===== src/rtl/serial_ripple_subtractor.sv =====
`default_nettype none
// +----------------------------------------------------------------------------+
// | Module      : serial_ripple_subtractor                                     |
// | Description : Multi-cycle ripple-borrow subtractor, diff = a - b - b_in.   |
// |               Processes DIGIT bits per clock, LSB digit first. The borrow  |
// |               is held in a register between digits. Operands and results   |
// |               each use a valid/ready handshake.                            |
// | Parameters  : N      operand/result width                                  |
// |               DIGIT  bits per cycle, must divide N exactly                 |
// | Ports       : clk, rst_n (async, active-low)                               |
// |               in_valid/in_ready, a, b, b_in   operand side                 |
// |               out_valid/out_ready, diff, b_out result side                 |
// |               ovf   signed overflow (only with SUB_OVERFLOW_EN)            |
// | Options     : `define SUB_OVERFLOW_EN adds the ovf output and its logic    |
// | Revision    : 1.0  initial release                                         |
// +----------------------------------------------------------------------------+
module serial_ripple_subtractor #(
  parameter int N     = 8,
  parameter int DIGIT = 1
) (
  input  logic         clk,
  input  logic         rst_n,
  input  logic         in_valid,
  output logic         in_ready,
  input  logic [N-1:0] a,
  input  logic [N-1:0] b,
  input  logic         b_in,
  output logic         out_valid,
  input  logic         out_ready,
  output logic [N-1:0] diff,
  output logic         b_out
`ifdef SUB_OVERFLOW_EN
  ,
  output logic         ovf
`endif
);

  localparam int c_NUM_DIGITS = N / DIGIT;
  localparam int c_CNT_W      = (c_NUM_DIGITS > 1) ? $clog2(c_NUM_DIGITS) : 1;
  localparam logic [c_CNT_W-1:0] c_LAST_CNT = c_CNT_W'(c_NUM_DIGITS - 1);

  generate
    if ((DIGIT < 1) || ((N % DIGIT) != 0)) begin : g_bad_digit
      $error("serial_ripple_subtractor: DIGIT must divide N exactly");
    end
  endgenerate

  typedef enum logic [1:0] {
    S_IDLE = 2'd0,
    S_RUN  = 2'd1,
    S_DONE = 2'd2
  } state_t;

  state_t              r_state;
  state_t              w_state_next;
  logic                w_accept;
  logic                w_run;
  logic                w_last;

  logic [N-1:0]        r_a;
  logic [N-1:0]        r_b;
  logic                r_borrow;
  logic [c_CNT_W-1:0]  r_cnt;
  logic [N-1:0]        r_diff;
  logic                r_bout;

  logic [DIGIT-1:0]    w_digit;
  logic                w_bw_out;
  logic [N-1:0]        w_acc_next;

  // ---------------------------------------------------------------- FSM
  always_ff @(posedge clk or negedge rst_n) begin
    if (!rst_n) begin
      r_state <= S_IDLE;
    end else begin
      r_state <= w_state_next;
    end
  end

  always_comb begin
    w_state_next = r_state;
    in_ready     = 1'b0;
    out_valid    = 1'b0;
    w_accept     = 1'b0;
    w_run        = 1'b0;
    w_last       = 1'b0;
    case (r_state)
      S_IDLE: begin
        in_ready = 1'b1;
        if (in_valid) begin
          w_accept     = 1'b1;
          w_state_next = S_RUN;
        end
      end
      S_RUN: begin
        w_run = 1'b1;
        if (r_cnt == c_LAST_CNT) begin
          w_last       = 1'b1;
          w_state_next = S_DONE;
        end
      end
      S_DONE: begin
        out_valid = 1'b1;
        if (out_ready) begin
          w_state_next = S_IDLE;
        end
      end
      default: begin
        w_state_next = S_IDLE;
      end
    endcase
  end

  // ------------------------------------------------- per-digit borrow ripple
`ifdef SUB_OVERFLOW_EN
  logic w_bw_msb_in;  // borrow entering the top bit of the current digit
`endif

  always_comb begin
    logic v_bw;
    v_bw     = r_borrow;
    w_digit  = '0;
`ifdef SUB_OVERFLOW_EN
    w_bw_msb_in = 1'b0;
`endif
    for (int j = 0; j < DIGIT; j++) begin
`ifdef SUB_OVERFLOW_EN
      if (j == DIGIT - 1) begin
        w_bw_msb_in = v_bw;
      end
`endif
      w_digit[j] = r_a[j] ^ r_b[j] ^ v_bw;
      v_bw       = (~r_a[j] & r_b[j]) | (~(r_a[j] ^ r_b[j]) & v_bw);
    end
    w_bw_out = v_bw;
  end

  // Result digits enter from the MSB side. The working accumulator keeps only
  // the N-DIGIT bits that still have to shift down; the final digit completes
  // the word straight into the output register, so diff is only updated on
  // completion and otherwise holds the previous result.
  generate
    if (DIGIT == N) begin : g_full_digit
      assign w_acc_next = w_digit;
    end else begin : g_partial_digit
      logic [N-DIGIT-1:0] r_acc;

      always_ff @(posedge clk or negedge rst_n) begin
        if (!rst_n) begin
          r_acc <= '0;
        end else if (w_run) begin
          r_acc <= w_acc_next[N-1:DIGIT];
        end
      end

      assign w_acc_next = {w_digit, r_acc};
    end
  endgenerate

  // ------------------------------------------------------------- datapath
  always_ff @(posedge clk or negedge rst_n) begin
    if (!rst_n) begin
      r_a      <= '0;
      r_b      <= '0;
      r_borrow <= 1'b0;
      r_cnt    <= '0;
      r_diff   <= '0;
      r_bout   <= 1'b0;
    end else if (w_accept) begin
      r_a      <= a;
      r_b      <= b;
      r_borrow <= b_in;
      r_cnt    <= '0;
    end else if (w_run) begin
      r_a      <= r_a >> DIGIT;
      r_b      <= r_b >> DIGIT;
      r_borrow <= w_bw_out;
      r_cnt    <= r_cnt + c_CNT_W'(1);
      if (w_last) begin
        r_diff <= w_acc_next;
        r_bout <= w_bw_out;
      end
    end
  end

  assign diff  = r_diff;
  assign b_out = r_bout;

`ifdef SUB_OVERFLOW_EN
  logic r_ovf;

  // Signed overflow: the borrow into the MSB disagrees with the borrow out.
  always_ff @(posedge clk or negedge rst_n) begin
    if (!rst_n) begin
      r_ovf <= 1'b0;
    end else if (w_run && w_last) begin
      r_ovf <= w_bw_msb_in ^ w_bw_out;
    end
  end

  assign ovf = r_ovf;
`endif

endmodule
`default_nettype wire


===== config.mk =====
export PLATFORM = sky130hd
export DESIGN_NAME = serial_ripple_subtractor
export DESIGN_NICKNAME = d
export VERILOG_FILES = /design/src/rtl/serial_ripple_subtractor.sv
export SDC_FILE = /design/constraint.sdc
export NUM_CORES = 1
export LEC_CHECK = 0
export BUFFER_PORTS_ARGS = -buffer_cell sky130_fd_sc_hd__buf_2
export CAP_MARGIN = 15
export CORE_ASPECT_RATIO = 1.75
export CORE_MARGIN = 5
export CORE_UTILIZATION = 40
export DETAILED_ROUTE_END_ITERATION = 8
export GPL_ROUTABILITY_DRIVEN = 0
export HOLD_SLACK_MARGIN = 0.08
export PLACE_DENSITY = 0.69
export SLEW_MARGIN = 15
export SYNTH_ARGS = -nofsm -noshare
export SYNTH_HDL_FRONTEND = slang
export SYNTH_SLANG_ARGS = --single-unit

===== constraint.sdc =====
create_clock -name clk -period 1.3 [get_ports clk]
set_input_delay 0.065 -clock clk [delete_from_list [all_inputs] [get_ports clk]]
set_output_delay 0.065 -clock clk [all_outputs]
set_load 0.03 [all_outputs]

# Word-level counts from Yosys, hierarchy flattened
# Index checks and enable logic that the tools add are counted.
[totals]
ff_bits = 38
out_inout_bits = 11
[classes]
addsub = 1
n_eq_ne = 6
mux = 19
bitwise = 8
n_reduce_logical = 4
[op_table]
columns = ["cell", "count"]
rows = [
  ["$mux W8", 4],
  ["$mux W1", 9],
  ["$mux W2", 3],
  ["$mux W3", 2],
  ["$ne A2 B2 Y1 const B", 3],
  ["$pmux W2 S3", 1],
  ["$reduce_and A3 Y1", 2],
  ["$add A3 B1 Y3 const B", 1],
  ["$eq A3 B3 Y1 const B", 1],
  ["$not A1 Y1", 3],
  ["$and A1 B1 Y1", 2],
  ["$eq A2 B1 Y1 const B", 1],
  ["$eq A2 B2 Y1 const B", 1],
  ["$logic_not A2 Y1", 1],
  ["$reduce_bool A2 Y1", 1],
  ["$xor A1 B1 Y1", 2],
  ["$or A1 B1 Y1", 1],
]

# Depth between registers and ports, before layout
# Gate-level depths: netlist (run 1).
[depth]
ltp_word = 6
depth_mapped = 6
ltp_nobuf = 5

# Worst setup path after synthesis (run 1)
# OpenSTA, ideal clock, no wires.
[synth_timing]
kind = "register to register"
start = "register r_cnt[0]"
end = "register r_diff[1], in the netlist diff[1]"
setup_time_ps = 125
arrival_time_ps = 1293
slack_ps = -118
path_stages_with_launch = 6
path_buffers = 1
synth_period_minus_slack_ps = 1418
path_cell_list = "dfrtp_1 -> ha_1 -> ha_1 -> nand3b_4 -> buf_6 -> mux2_4"
[synth_via]
elab_chain_len = 4
[synth_rtl]
columns = ["element", "line_no", "rtl"]
rows = [
  ["start: declaration", "63", "logic [c_CNT_W-1:0] r_cnt;"],
  ["start signal: assignment", "178", "r_cnt <= r_cnt + c_CNT_W'(1);"],
  ["$eq A3 B3 Y1", "97", "if (r_cnt == c_LAST_CNT) begin"],
  ["$mux W1", "97", ""],
  ["$mux W1", "87", "case (r_state)"],
  ["$reduce_and A3 Y1 (no source line)", "-", ""],
  ["end signal: assignment", "180", "r_diff <= w_acc_next;"],
  ["end: declaration", "64", "logic [N-1:0] r_diff;"],
]
# Every way passes these cells.
# A chain may end at the register's enable or synchronous reset.

# Worst setup path after layout (run 1)
[layout_timing]
start = "register r_cnt[0]"
end = "register r_diff[0], in the netlist diff[0]"
# The elaborated chain is that of the path after synthesis.

==> results of run 1 <==
==> metal layers <==
layer,track usage (%),vias to the layer above,share of wire (%)
met3,3.723,5,4.1
met2,23.42,23,54
li1,-,636,-
met5,0,-,0
met1,16.65,623,41
met4,5.119,0,1.5
==> worst max-delay path: cells and delay by family (launching register included) <==
| kind | cells | cell delay [ns] |
|---|---|---|
| multiplexers | 1 | 0.31 |
| AND/OR/NAND/NOR | 1 | 0.14 |
| adder cells (fa/ha/maj) | 2 | 0.38 |
| flip-flops | 1 | 0.38 |
==> cell usage in the layout, fill, tap and decap left out, types with 3 or more instances in the layout <==
| master | n |
|---|---|
| sky130_fd_sc_hd__a22oi_1 | 3 |
| sky130_fd_sc_hd__buf_2 | 29 |
| sky130_fd_sc_hd__buf_4 | 16 |
| sky130_fd_sc_hd__buf_6 | 5 |
| sky130_fd_sc_hd__clkbuf_8 | 6 |
| sky130_fd_sc_hd__dfrtp_1 | 37 |
| sky130_fd_sc_hd__dlygate4sd3_1 | 7 |
| sky130_fd_sc_hd__mux2_4 | 8 |
| sky130_fd_sc_hd__nand2_1 | 28 |
| sky130_fd_sc_hd__nand2b_1 | 4 |
| sky130_fd_sc_hd__nand3_1 | 3 |
| sky130_fd_sc_hd__nand3b_1 | 5 |
| sky130_fd_sc_hd__nor2_4 | 3 |
| sky130_fd_sc_hd__o21ai_0 | 4 |
| sky130_fd_sc_hd__o22a_1 | 14 |
==> area by class of cell <==
class	instances	area [µm²]	share of cell area (%)
well taps	51	63.81	2.764
flip-flops and latches	38	952.2	41.25
multi-input cells	99	783.3	33.93
clock buffers	6	82.58	3.577
inverters	4	22.52	0.9756
repair buffers	57	391.6	16.96
clock inverters	2	12.51	0.5420
==> cells by family (layout without fill, tap and decap cells) <==
| logic type | Yosys count | in the layout | synth area share [%] |
|---|---|---|---|
| simple gates | 52 | 54 | 16.30 |
| compound gates | 34 | 34 | 15.52 |
| flops | 38 | 38 | 54.09 |
| mux | 8 | 8 | 6.619 |
| fa+ha+maj | 3 | 3 | 2.562 |
| buf+inv | 12 | 69 | 4.910 |
==> registers in the layout, summed over array words and instances (netlist names) <==
register,cells
b_out,1
r_borrow,1
r_a,8
r_state,2
g_partial_digit.r_acc,7
r_cnt,3
diff,8
r_b,8
==> repair_timing <==
| action | 4_1_cts | 5_1_grt |
|---|---|---|
| resized for setup | 10 | 7 |
| hold buffers | 7 | 0 |
| cloned | 1 | 1 |
| setup endpoints to repair | 10 | 15 |
| pin swaps | 2 | 0 |
| hold endpoints to repair | 44 | 0 |
| setup buffers | 2 | 2 |
==> Yosys cell counts (all sizes together) (3+ instances only) <==
cell type	instances
buf	8
o22a	14
nand3b	6
o21ai	6
inv	4
a22oi	3
nand2b	5
mux2	8
nand3	3
nand2	29
dfrtp	38
nor2	4
==> stage by stage <==
stage | util [%] | total power [mW] | TNS, ns | cells
floorplan | - | 3.905 | -0.2620 | 147
global placement | 47.08 | 4.539 | -0.1708 | 236
detailed placement | 47.08 | 4.646 | -0.3103 | 236
CTS | 52.23 | 5.631 | -0.1311 | 254
global route | 53.39 | 6.073 | -0.3383 | 257
finish | 53.39 | 5.668 | -0.07409 | 257
==> power by group <==
group	total, mW	leakage [nW]	internal, mW	switching (mW)
logic	2.73	0.639	1.40	1.33
registers	2.10	0.468	1.74	0.357
clock network	0.840	0.0472	0.426	0.414
total	5.67	1.15	3.56	2.10
==> worst paths after layout <==
check / endpoint / slack (ns) / depth (start not counted)
setup / recovery: diff[0] / -0.02 / 4
hold reg to reg: b_out / 0.48 / 2
max in group asynchronous: r_state[1] / 0.58 / 3
hold / removal: r_b[1] / 0.10 / 3
min in group asynchronous: r_cnt[1] / 0.35 / 3
setup reg to reg: diff[0] / -0.02 / 4
==> report_table.html, run 1 <==
<table>
<tr><th>Metric</th><th>Value</th></tr>
<tr><th colspan="2">Setup path</th></tr>
<tr><td>Crit path launch type</td><td>flip-flop</td></tr>
<tr><td>Crit path max-delay cell type</td><td>sky130_fd_sc_hd__dfrtp_1</td></tr>
<tr><td>Data arrival, critical path</td><td>1.49 ns</td></tr>
<tr><td>Worst Path Class, Setup</td><td>reg2reg</td></tr>
<tr><td>Cell-by-cell trace of the critical path</td><td>ha_2, ha_4, nand3b_4, mux2_4</td></tr>
<tr><td>Crit Path Max Fanout</td><td>5</td></tr>
<tr><td>Capturing element type of the critical path</td><td>flip-flop</td></tr>
<tr><td>Launch point of the worst path</td><td>r_cnt[0]</td></tr>
<tr><td>Critical path required time</td><td>1.47 ns</td></tr>
<tr><td>Delay of the slowest critical-path stage</td><td>0.38 ns</td></tr>
<tr><td>R2r startpoint</td><td>r_cnt[0]</td></tr>
<tr><th colspan="2">Global routing</th></tr>
<tr><td>Vias in the first global route</td><td>between 1,000 and 1,500</td></tr>
<tr><td>Number of antenna violations at the first check in global routing</td><td>0</td></tr>
<tr><td>Congestion Overflow GR</td><td>0</td></tr>
<tr><td>Maximum number of pins on one net before global-route repair</td><td>39</td></tr>
<tr><td>First-pass GRT wire length</td><td>approximately 6200 µm</td></tr>
<tr><td>GRT Overall Usage</td><td>14.01%</td></tr>
<tr><th colspan="2">STA</th></tr>
<tr><td>Worst hold slack</td><td>about 0.10 ns</td></tr>
<tr><td>Worst setup margin</td><td>-0.01856 ns</td></tr>
<tr><td>Largest clock skew in the final design</td><td>~0.0075 ns</td></tr>
<tr><td>Max-slew headroom</td><td>67.48%</td></tr>
<tr><td>Count of endpoints failing setup in the final report</td><td>5</td></tr>
<tr><td>Crit path time final</td><td>roughly 1.3 ns</td></tr>
<tr><td>Hold violation count in the final report</td><td>0</td></tr>
<tr><td>Setup repair after global routing missed its margin</td><td>yes</td></tr>
<tr><td>Maximum operating frequency</td><td>0.7584 GHz</td></tr>
<tr><td>Fin. max-slew vios</td><td>0</td></tr>
<tr><td>Part of the cycle the worst path needs</td><td>101.4%</td></tr>
<tr><td>Least-Margin Pin Slew</td><td>roughly 0.49 ns</td></tr>
<tr><th colspan="2">Detailed routing</th></tr>
<tr><td>Detailed Route Iter0 Violations</td><td>24</td></tr>
<tr><td>Avg WL per Cell</td><td>14.59 µm</td></tr>
<tr><td>Total number of vias</td><td>between 1,000 and 1,500</td></tr>
<tr><td>Via-to-Cell Ratio</td><td>5.008</td></tr>
<tr><td>Detailed Routing Iterations Pass 1</td><td>4</td></tr>
<tr><td>Number of nets still failing antenna checks after routing</td><td>0</td></tr>
<tr><td>Drc violations</td><td>0</td></tr>
<tr><td>Routed wire length</td><td>approximately 3700 µm</td></tr>
<tr><th colspan="2">Yosys</th></tr>
<tr><td>Cell area after synthesis</td><td>around 1800 µm²</td></tr>
<tr><td>Synth area leader</td><td>sky130_fd_sc_hd__dfrtp_1</td></tr>
<tr><td>Yosys cell types</td><td>32</td></tr>
<tr><td>Top-area cell type share of the netlist area</td><td>a little over half</td></tr>
<tr><td>Avg Synthesized Cell Area</td><td>approximately 12 µm²</td></tr>
<tr><td>Synthesized flop and latch total</td><td>38</td></tr>
<tr><td>Number of standard cells after synthesis</td><td>147</td></tr>
<tr><td>Net count after synthesis</td><td>approximately 170</td></tr>
<tr><td>Sequential area share after synthesis</td><td>a little over half</td></tr>
<tr><td>Syn. warnings</td><td>0</td></tr>
<tr><td>Leading cell types by total area after synthesis</td><td>sky130_fd_sc_hd__dfrtp_1, sky130_fd_sc_hd__o22a_1, sky130_fd_sc_hd__nand2_1, sky130_fd_sc_hd__mux2_4, sky130_fd_sc_hd__buf_6</td></tr>
<tr><td>Commonest register cell after synthesis</td><td>sky130_fd_sc_hd__dfrtp_1</td></tr>
<tr><td>Number of flops mapped to enable cells by yosys</td><td>0</td></tr>
<tr><td>Proportion of register bits with asynchronous set or reset after synthesis</td><td>100.0%</td></tr>
<tr><th colspan="2">Clock network</th></tr>
<tr><td>Clock-pin slew reported for the worst setup and hold paths after clock tree synthesis</td><td>about 0.080 ns</td></tr>
<tr><td>Source-to-sink clock delay at the later pin of the worst-skew pair</td><td>between 0.2 and 0.3 ns</td></tr>
<tr><td>CTS Root Cell</td><td>sky130_fd_sc_hd__clkbuf_8</td></tr>
<tr><td>Number of clock buffers inserted by TritonCTS</td><td>5</td></tr>
<tr><td>Clock tree from TritonCTS</td><td>yes</td></tr>
<tr><td>H-Tree Depth</td><td>2</td></tr>
<tr><td>Number of buffers on the longest clock path</td><td>2</td></tr>
<tr><td>Clk sinks</td><td>38</td></tr>
<tr><th colspan="2">Die</th></tr>
<tr><td>Top-Level Pins</td><td>32</td></tr>
<tr><td>Area of the placeable core</td><td>roughly 4300 µm²</td></tr>
<tr><td>Overall die width</td><td>roughly 60 µm</td></tr>
<tr><td>Initial Utilization</td><td>just over 40%</td></tr>
<tr><td>Floorplan row count</td><td>32</td></tr>
<tr><td>Die Height</td><td>97.70 µm</td></tr>
<tr><td>Die footprint</td><td>a little under 6000 µm²</td></tr>
<tr><th colspan="2">Pwr</th></tr>
<tr><td>Power density over the cells</td><td>around 2500 nW/µm²</td></tr>
<tr><td>Static Leak</td><td>around 1.2 nW</td></tr>
<tr><td>Max rail drop VDD</td><td>~1500 µV</td></tr>
<tr><th colspan="2">Layout</th></tr>
<tr><td>Layout Cell Area excl Fill</td><td>2308 µm²</td></tr>
<tr><td>Number of inserted filler cells in the final layout</td><td>~400</td></tr>
<tr><td>N_diodes</td><td>0</td></tr>
<tr><td>Layout cell share with drive strength beyond 1</td><td>around 40%</td></tr>
<tr><td>Final net count</td><td>around 230</td></tr>
<tr><td>Area growth, synth to finish</td><td>31.32%</td></tr>
<tr><th colspan="2">Min path</th></tr>
<tr><td>Classification of the worst-slack hold path</td><td>in2reg</td></tr>
<tr><td>Hold Path Origin</td><td>b[1]</td></tr>
<tr><th colspan="2">Outcome</th></tr>
<tr><td>Failing checks</td><td>setup timing</td></tr>
<tr><td>Outcome</td><td>finished, violations left</td></tr>
<tr><th colspan="2">Placement</th></tr>
<tr><td>Post-placement cell area</td><td>~2000 µm²</td></tr>
<tr><td>HPWL reported at the end of detailed placement</td><td>roughly 2700 µm</td></tr>
<tr><td>Post-Place Setup Slack</td><td>-0.07197 ns</td></tr>
<tr><td>Port bufs</td><td>31</td></tr>
<tr><th colspan="2">Run</th></tr>
<tr><td>Number of max-cap violations</td><td>0</td></tr>
</table>
No activity file was read; power rests on OpenSTA's default activity.
==> run 2: changes to the inputs <==
--- a/config.mk
+++ b/config.mk
@@ -7,13 +7,14 @@
 export LEC_CHECK = 0
 export BUFFER_PORTS_ARGS = -buffer_cell sky130_fd_sc_hd__buf_2
 export CAP_MARGIN = 15
-export CORE_ASPECT_RATIO = 1.75
-export CORE_MARGIN = 5
+export CORE_ASPECT_RATIO = 1.25
+export CORE_MARGIN = 2
 export CORE_UTILIZATION = 40
 export DETAILED_ROUTE_END_ITERATION = 8
 export GPL_ROUTABILITY_DRIVEN = 0
 export HOLD_SLACK_MARGIN = 0.08
 export PLACE_DENSITY = 0.69
+export RECOVER_POWER = 25
 export SLEW_MARGIN = 15
 export SYNTH_ARGS = -nofsm -noshare
 export SYNTH_HDL_FRONTEND = slang
==> run 2 against run 1 <==
Compared with the run above:
- the run still ends with setup timing left
- sequential share of layout area is 2.4 points lower
- clock-buffer cell count stayed put
- worst setup slack better by 0.0049 ns
- routed wire length is 6.4% higher
- global-route usage is 3.1 points higher
- clock skew is 0.0014 ns lower
- die area is 16% lower
- critical endpoint is now diff[4]
- highest routed layer unchanged
==> report_table.html, run 2 (same netlist as run 1, synthesis figures left out) <==
<table>
<tr><th>Metric</th><th>Value</th></tr>
<tr><th colspan="2">Outcome</th></tr>
<tr><td>Outcome</td><td>finished, violations left</td></tr>
<tr><td>Failing checks</td><td>setup timing</td></tr>
<tr><th colspan="2">STA</th></tr>
<tr><td>Largest clock skew in the final design</td><td>0.006018 ns</td></tr>
<tr><td>Setup repair after global routing missed its margin</td><td>yes</td></tr>
<tr><td>Part of the cycle the worst path needs</td><td>101.1%</td></tr>
<tr><td>Max-slew headroom</td><td>66.17%</td></tr>
<tr><td>Count of endpoints failing setup in the final report</td><td>5</td></tr>
<tr><td>Setup total negative slack</td><td>-0.05374 ns</td></tr>
<tr><td>Worst hold slack</td><td>0.1089 ns</td></tr>
<tr><td>Worst setup margin</td><td>-0.01366 ns</td></tr>
<tr><td>Least-Margin Pin Slew</td><td>just over 0.5 ns</td></tr>
<tr><td>Hold violation count in the final report</td><td>0</td></tr>
<tr><td>Maximum operating frequency</td><td>about 0.76 GHz</td></tr>
<tr><td>Fin. max-slew vios</td><td>0</td></tr>
<tr><td>Crit path time final</td><td>around 1.3 ns</td></tr>
<tr><th colspan="2">Detailed routing</th></tr>
<tr><td>Drc violations</td><td>0</td></tr>
<tr><td>Via-to-Cell Ratio</td><td>about 5.2</td></tr>
<tr><td>Detailed Route Iter0 Violations</td><td>26</td></tr>
<tr><td>Routed wire length</td><td>~4000 µm</td></tr>
<tr><td>Avg WL per Cell</td><td>between 10 and 15 µm</td></tr>
<tr><td>Number of nets still failing antenna checks after routing</td><td>0</td></tr>
<tr><td>Total number of vias</td><td>1,397</td></tr>
<tr><td>Detailed Routing Iterations Pass 1</td><td>4</td></tr>
<tr><th colspan="2">Pwr</th></tr>
<tr><td>Int Pwr</td><td>approximately 4.1 mW</td></tr>
<tr><td>Net switching power</td><td>between 2 and 2.5 mW</td></tr>
<tr><td>Static Leak</td><td>between 1 and 1.5 nW</td></tr>
<tr><td>Power density over the cells</td><td>between 2000 and 3000 nW/µm²</td></tr>
<tr><td>Share of total power consumed by net switching</td><td>roughly a third</td></tr>
<tr><td>Max rail drop VDD</td><td>between 1000 and 1500 µV</td></tr>
<tr><td>Clock network fraction of total power</td><td>between 10% and 20%</td></tr>
<tr><td>Sequential Power Share</td><td>between 30% and 40%</td></tr>
<tr><td>Total power of the final layout</td><td>about 6.3 mW</td></tr>
<tr><td>Part of the total power dissipated in combinational logic</td><td>between 40% and 50%</td></tr>
<tr><th colspan="2">Die</th></tr>
<tr><td>Area of the placeable core</td><td>4164 µm²</td></tr>
<tr><td>Die footprint</td><td>~5000 µm²</td></tr>
<tr><td>Floorplan row count</td><td>26</td></tr>
<tr><td>Top-Level Pins</td><td>32</td></tr>
<tr><td>Die Height</td><td>approximately 80 µm</td></tr>
<tr><td>Overall die width</td><td>63.30 µm</td></tr>
<tr><td>Initial Utilization</td><td>a little over two fifths</td></tr>
<tr><th colspan="2">Setup path</th></tr>
<tr><td>Critical path required time</td><td>roughly 1.5 ns</td></tr>
<tr><td>Launch point of the worst path</td><td>r_cnt[0]</td></tr>
<tr><td>Reg2reg end</td><td>diff[4]</td></tr>
<tr><td>Crit Path Max Fanout</td><td>5</td></tr>
<tr><td>Data arrival, critical path</td><td>approximately 1.5 ns</td></tr>
<tr><td>Length in cells of the worst reg-to-reg path</td><td>4</td></tr>
<tr><td>Capturing element type of the critical path</td><td>flip-flop</td></tr>
<tr><td>Worst Path Class, Setup</td><td>reg2reg</td></tr>
<tr><td>Crit path launch type</td><td>flip-flop</td></tr>
<tr><td>R2r startpoint</td><td>r_cnt[0]</td></tr>
<tr><td>Critical path endpoint</td><td>diff[4]</td></tr>
<tr><td>Register-to-register setup slack</td><td>-0.01 ns</td></tr>
<tr><th colspan="2">Clock network</th></tr>
<tr><td>Clock tree from TritonCTS</td><td>yes</td></tr>
<tr><td>Number of buffers on the longest clock path</td><td>2</td></tr>
<tr><td>Number of clock buffers inserted by TritonCTS</td><td>5</td></tr>
<tr><td>CTS Root Cell</td><td>sky130_fd_sc_hd__clkbuf_8</td></tr>
<tr><td>Clk sinks</td><td>38</td></tr>
<tr><td>H-Tree Depth</td><td>2</td></tr>
<tr><td>Clock-pin slew reported for the worst setup and hold paths after clock tree synthesis</td><td>0.08 ns</td></tr>
<tr><td>Source-to-sink clock delay at the later pin of the worst-skew pair</td><td>just under 0.3 ns</td></tr>
<tr><th colspan="2">Run</th></tr>
<tr><td>Number of max-cap violations</td><td>0</td></tr>
<tr><th colspan="2">Layout</th></tr>
<tr><td>Commonest cells after routing, fill and taps aside</td><td>sky130_fd_sc_hd__dfrtp_1, sky130_fd_sc_hd__nand2_1, sky130_fd_sc_hd__buf_2, sky130_fd_sc_hd__buf_4, sky130_fd_sc_hd__o22a_1</td></tr>
<tr><td>Area growth, synth to finish</td><td>39.72%</td></tr>
<tr><td>Most common cell after layout, fill and taps aside</td><td>sky130_fd_sc_hd__dfrtp_1</td></tr>
<tr><td>Area of combinational cells with multiple inputs</td><td>a little over 800 µm²</td></tr>
<tr><td>Register area</td><td>between 900 and 1000 µm²</td></tr>
<tr><td>Layout cell share with drive strength beyond 1</td><td>between 40 and 50%</td></tr>
<tr><td>Number of inserted filler cells in the final layout</td><td>around 380</td></tr>
<tr><td>N_diodes</td><td>0</td></tr>
<tr><td>Final net count</td><td>about 240</td></tr>
<tr><td>Final non-filler cell total</td><td>269</td></tr>
<tr><td>Final core utilization</td><td>58.98%</td></tr>
<tr><th colspan="2">Global routing</th></tr>
<tr><td>Vias in the first global route</td><td>1,364</td></tr>
<tr><td>GRT Overall Usage</td><td>between 10% and 20%</td></tr>
<tr><td>Congestion Overflow GR</td><td>0</td></tr>
<tr><td>Number of antenna violations at the first check in global routing</td><td>0</td></tr>
<tr><td>Maximum number of pins on one net before global-route repair</td><td>21</td></tr>
<tr><td>First-pass GRT wire length</td><td>between 6000 and 7000 µm</td></tr>
<tr><th colspan="2">Placement</th></tr>
<tr><td>HPWL reported at the end of detailed placement</td><td>2714 µm</td></tr>
<tr><td>Port bufs</td><td>31</td></tr>
<tr><td>Total placed cells including tap cells</td><td>between 200 and 250</td></tr>
<tr><th colspan="2">Min path</th></tr>
<tr><td>Classification of the worst-slack hold path</td><td>in2reg</td></tr>
</table>
==> run 2: cell count changes in the layout (fill, tap and decap cells not counted), sizes merged <==
cell,before,now
and2b,1,2
clkbuf,6,7
clkinvlp,1,0
inv,4,3
bufinv,0,2
buf,50,55
==> run 2: power by group through the flow <==
stage                     combinational (mW)  clock, mW  sequential, mW
after CTS                               2.67       1.27            2.12
after floorplan                         1.62          0            2.29
after detailed placement                2.44          0            2.16
final                                   2.95       1.24            2.13
after global placement                  2.33          0            2.12
after global routing                    3.20       1.33            2.20
==> run 2: area by class of cell <==
class,count,area share [%]
Clock buffer,6,3.362
Timing Repair Buffer,63,18.95
Tap cell,56,2.853
Clock inverter,2,2.445
Inverter,4,0.8151
Sequential cell,38,38.82
Multi-Input combinational cell,100,32.76
==> run 2: what timing repair did <==
item | 4_1_cts | 5_1_grt
endpoints found under the setup margin | 15 | 21
gates resized for setup | 8 | 15
setup buffers | 5 | 7
endpoints found under the hold margin | 44 | 0
pin swaps | 5 | 5
hold buffers | 7 | 0
gates cloned | 1 | 2
==> run 2: how the worst min path moves through the flow <==
stage | to | cells after the start | startpoint
after global routing | r_a[1] | 3 | a[1]
after global placement | diff[1] | 1 | rst_n
after detailed placement | diff[2] | 1 | rst_n
after CTS | r_b[5] | 3 | b[5]
final | r_a[1] | 3 | a[1]
after floorplan | b_out | 0 | rst_n
==> run 2: per-stage QoR <==
stage / cell area [µm²] / worst slack (ns)
3_5_place_dp: 2039 / -0.08244
6_report: 2456 / -0.01366
4_1_cts: 2328 / -0.01695
5_1_grt: 2456 / -0.04880
3_3_place_gp: 2039 / -0.04304
2_1_floorplan: 1779 / -0.03743
==> run 2: critical path, stage by stage, from the launching register on <==
cell,delay [ns]
sky130_fd_sc_hd__dfrtp_1,0.39
sky130_fd_sc_hd__ha_2,0.20
sky130_fd_sc_hd__ha_4,0.18
sky130_fd_sc_hd__nand3b_4,0.13
sky130_fd_sc_hd__mux2_4,0.31
==> run 2: metal layers <==
metal | global-route usage (%) | wire length (µm) | vias up
met3 | 4.298 | 163 | 10
met5 | 0 | 0 | -
met4 | 6.739 | 75 | 0
li1 | - | - | 659
met2 | 29.04 | 2083 | 41
met1 | 20.95 | 1667 | 687
==> run 3: changes to the inputs <==
--- a/config.mk
+++ b/config.mk
@@ -10,6 +10,7 @@
 export CORE_ASPECT_RATIO = 1.25
 export CORE_MARGIN = 2
 export CORE_UTILIZATION = 40
+export CTS_BUF_LIST = sky130_fd_sc_hd__clkbuf_2
 export DETAILED_ROUTE_END_ITERATION = 8
 export GPL_ROUTABILITY_DRIVEN = 0
 export HOLD_SLACK_MARGIN = 0.08
==> run 3 against run 2 <==
Compared with the run above:
- the run still ends with setup timing left
- fmax down 4.1%
- critical path depth down 1
- total power down 6.0%
- final cell count up 3.7%
- routed wire length up 7.4%
- core utilization up 1.1 points
- global-route usage up 1.4 points
- die area unchanged
- sequential share of layout area down 0.74 points
==> report_table.html, run 3 (same netlist as run 1, synthesis figures left out) <==
<table>
<tr><th>Metric</th><th>Value</th></tr>
<tr><th colspan="2">Layout</th></tr>
<tr><td>Area of combinational cells with multiple inputs</td><td>810.8 µm²</td></tr>
<tr><td>Number of inserted filler cells in the final layout</td><td>between 300 and 400</td></tr>
<tr><td>Layout cell share with drive strength beyond 1</td><td>39.91%</td></tr>
<tr><td>Commonest cells after routing, fill and taps aside</td><td>sky130_fd_sc_hd__dfrtp_1, sky130_fd_sc_hd__nand2_1, sky130_fd_sc_hd__buf_2, sky130_fd_sc_hd__dlygate4sd3_1, sky130_fd_sc_hd__buf_4</td></tr>
<tr><td>N_diodes</td><td>0</td></tr>
<tr><td>Area growth, synth to finish</td><td>42.42%</td></tr>
<tr><td>Final net count</td><td>around 250</td></tr>
<tr><td>Final non-filler cell total</td><td>between 200 and 300</td></tr>
<tr><td>Most common cell after layout, fill and taps aside</td><td>sky130_fd_sc_hd__dfrtp_1</td></tr>
<tr><td>Register area</td><td>roughly 950 µm²</td></tr>
<tr><th colspan="2">STA</th></tr>
<tr><td>Hold violation count in the final report</td><td>0</td></tr>
<tr><td>Largest clock skew in the final design</td><td>0.02396 ns</td></tr>
<tr><td>Least-Margin Pin Slew</td><td>approximately 1.1 ns</td></tr>
<tr><td>Fin. max-slew vios</td><td>0</td></tr>
<tr><td>Setup repair after global routing missed its margin</td><td>yes</td></tr>
<tr><td>Max-slew headroom</td><td>26.94%</td></tr>
<tr><td>Crit path time final</td><td>about 1.4 ns</td></tr>
<tr><td>Count of endpoints failing setup in the final report</td><td>13</td></tr>
<tr><td>Maximum operating frequency</td><td>0.7298 GHz</td></tr>
<tr><td>Part of the cycle the worst path needs</td><td>105.4%</td></tr>
<tr><td>Worst setup margin</td><td>-0.07015 ns</td></tr>
<tr><td>Setup total negative slack</td><td>-0.2751 ns</td></tr>
<tr><th colspan="2">Die</th></tr>
<tr><td>Die footprint</td><td>4945 µm²</td></tr>
<tr><td>Top-Level Pins</td><td>32</td></tr>
<tr><td>Overall die width</td><td>around 63 µm</td></tr>
<tr><td>Die Height</td><td>about 78 µm</td></tr>
<tr><td>Floorplan row count</td><td>26</td></tr>
<tr><td>Initial Utilization</td><td>a little over two fifths</td></tr>
<tr><td>Area of the placeable core</td><td>between 4000 and 5000 µm²</td></tr>
<tr><th colspan="2">Detailed routing</th></tr>
<tr><td>Via-to-Cell Ratio</td><td>between 5 and 6</td></tr>
<tr><td>Number of nets still failing antenna checks after routing</td><td>0</td></tr>
<tr><td>Total number of vias</td><td>1,440</td></tr>
<tr><td>Drc violations</td><td>0</td></tr>
<tr><td>Detailed Route Iter0 Violations</td><td>29</td></tr>
<tr><td>Detailed Routing Iterations Pass 1</td><td>4</td></tr>
<tr><td>Routed wire length</td><td>between 4000 and 5000 µm</td></tr>
<tr><td>Avg WL per Cell</td><td>15.35 µm</td></tr>
<tr><th colspan="2">Clock network</th></tr>
<tr><td>Number of clock buffers inserted by TritonCTS</td><td>5</td></tr>
<tr><td>Clk sinks</td><td>38</td></tr>
<tr><td>CTS Root Cell</td><td>sky130_fd_sc_hd__clkbuf_2</td></tr>
<tr><td>H-Tree Depth</td><td>2</td></tr>
<tr><td>Clock-pin slew reported for the worst setup and hold paths after clock tree synthesis</td><td>0.21 ns</td></tr>
<tr><td>Clock tree from TritonCTS</td><td>yes</td></tr>
<tr><td>Source-to-sink clock delay at the later pin of the worst-skew pair</td><td>between 0.4 and 0.5 ns</td></tr>
<tr><td>Number of buffers on the longest clock path</td><td>2</td></tr>
<tr><th colspan="2">Setup path</th></tr>
<tr><td>Crit Path Max Fanout</td><td>6</td></tr>
<tr><td>Capturing element type of the critical path</td><td>flip-flop</td></tr>
<tr><td>Data arrival, critical path</td><td>1.69 ns</td></tr>
<tr><td>Reg2reg end</td><td>r_b[0]</td></tr>
<tr><td>Length in cells of the worst reg-to-reg path</td><td>3</td></tr>
<tr><td>Crit path launch type</td><td>flip-flop</td></tr>
<tr><td>Worst Path Class, Setup</td><td>reg2reg</td></tr>
<tr><td>R2r startpoint</td><td>r_state[0]</td></tr>
<tr><td>Critical path required time</td><td>1.62 ns</td></tr>
<tr><td>Register-to-register setup slack</td><td>-0.07 ns</td></tr>
<tr><th colspan="2">Placement</th></tr>
<tr><td>HPWL reported at the end of detailed placement</td><td>~2700 µm</td></tr>
<tr><td>Total placed cells including tap cells</td><td>between 200 and 250</td></tr>
<tr><td>Port bufs</td><td>31</td></tr>
<tr><th colspan="2">Pwr</th></tr>
<tr><td>Max rail drop VDD</td><td>between 1000 and 1500 µV</td></tr>
<tr><td>Power density over the cells</td><td>~2400 nW/µm²</td></tr>
<tr><td>Static Leak</td><td>around 1.2 nW</td></tr>
<tr><th colspan="2">Global routing</th></tr>
<tr><td>GRT Overall Usage</td><td>between 10% and 20%</td></tr>
<tr><td>Congestion Overflow GR</td><td>0</td></tr>
<tr><td>Vias in the first global route</td><td>1,501</td></tr>
<tr><td>Number of antenna violations at the first check in global routing</td><td>0</td></tr>
<tr><td>First-pass GRT wire length</td><td>~7000 µm</td></tr>
<tr><td>Maximum number of pins on one net before global-route repair</td><td>21</td></tr>
<tr><th colspan="2">Run</th></tr>
<tr><td>Number of max-cap violations</td><td>0</td></tr>
<tr><th colspan="2">Outcome</th></tr>
<tr><td>Outcome</td><td>finished, violations left</td></tr>
<tr><td>Failing checks</td><td>setup timing</td></tr>
<tr><th colspan="2">Min path</th></tr>
<tr><td>Classification of the worst-slack hold path</td><td>in2async</td></tr>
</table>
## run 3: per-layer routing
layer  track usage [%]  wire length [µm]
met1             21.64              1739
met2             32.45              2292
met3             5.014               174
met4             6.957                76
met5                 0                 0
## run 3: layout make-up
class,instances,share of cell area [%]
Tap cell,56,2.799
Inverter,4,0.6997
Clock buffer,5,0.9995
Timing Repair Buffer,73,22.49
Multi-Input combinational cell,100,32.38
Clock inverter,3,2.549
Sequential cell,38,38.08
## run 3: critical path: stages (launching register included)
cell                      delay, ns
sky130_fd_sc_hd__dfrtp_2       0.50
sky130_fd_sc_hd__buf_4         0.19
sky130_fd_sc_hd__and2b_1       0.22
sky130_fd_sc_hd__a221o_1       0.36
## run 3: where the power goes
| part | total [mW] | internal [mW] | switching [mW] |
|---|---|---|---|
| registers | 2.12 | 1.73 | 0.382 |
| clock network | 0.931 | 0.512 | 0.419 |
| logic | 2.90 | 1.48 | 1.42 |
## run 3: through the flow
stage / cell area, µm² / util (%) / hold WS (ns) / setup WS [ns] / power, mW
finish: 2504 / 60.13 / 0.3223 / -0.07015 / 5.948
global route: 2504 / 60.13 / 0.3399 / -0.1150 / 6.321
CTS: 2460 / 59.07 / 0.1116 / -0.03554 / 5.841
detailed placement: 2039 / 48.98 / 0.04231 / -0.08244 / 4.603
global placement: 2039 / 48.98 / 0.04370 / -0.04304 / 4.449
floorplan: 1779 / - / -0.2306 / -0.03743 / 3.905
## run 3: worst max path at each step
stage / startpoint / to / slack (ns) / cells after the start
after global placement: r_cnt[1] / diff[0] / -0.04 / 4
final: r_state[0] / r_b[0] / -0.07 / 3
after CTS: r_cnt[1] / diff[5] / -0.04 / 4
after global routing: r_state[0] / in_ready / -0.12 / 3
after detailed placement: r_cnt[1] / diff[0] / -0.08 / 4
after floorplan: r_cnt[0] / diff[1] / -0.04 / 5
## run 3: timing repair
action	CTS	global route
gates cloned	1	2
endpoints found under the setup margin	21	34
hold endpoints to repair	56	0
pin swaps	10	3
buffers inserted	9	0
hold buffers	20	0
resized for setup	16	9
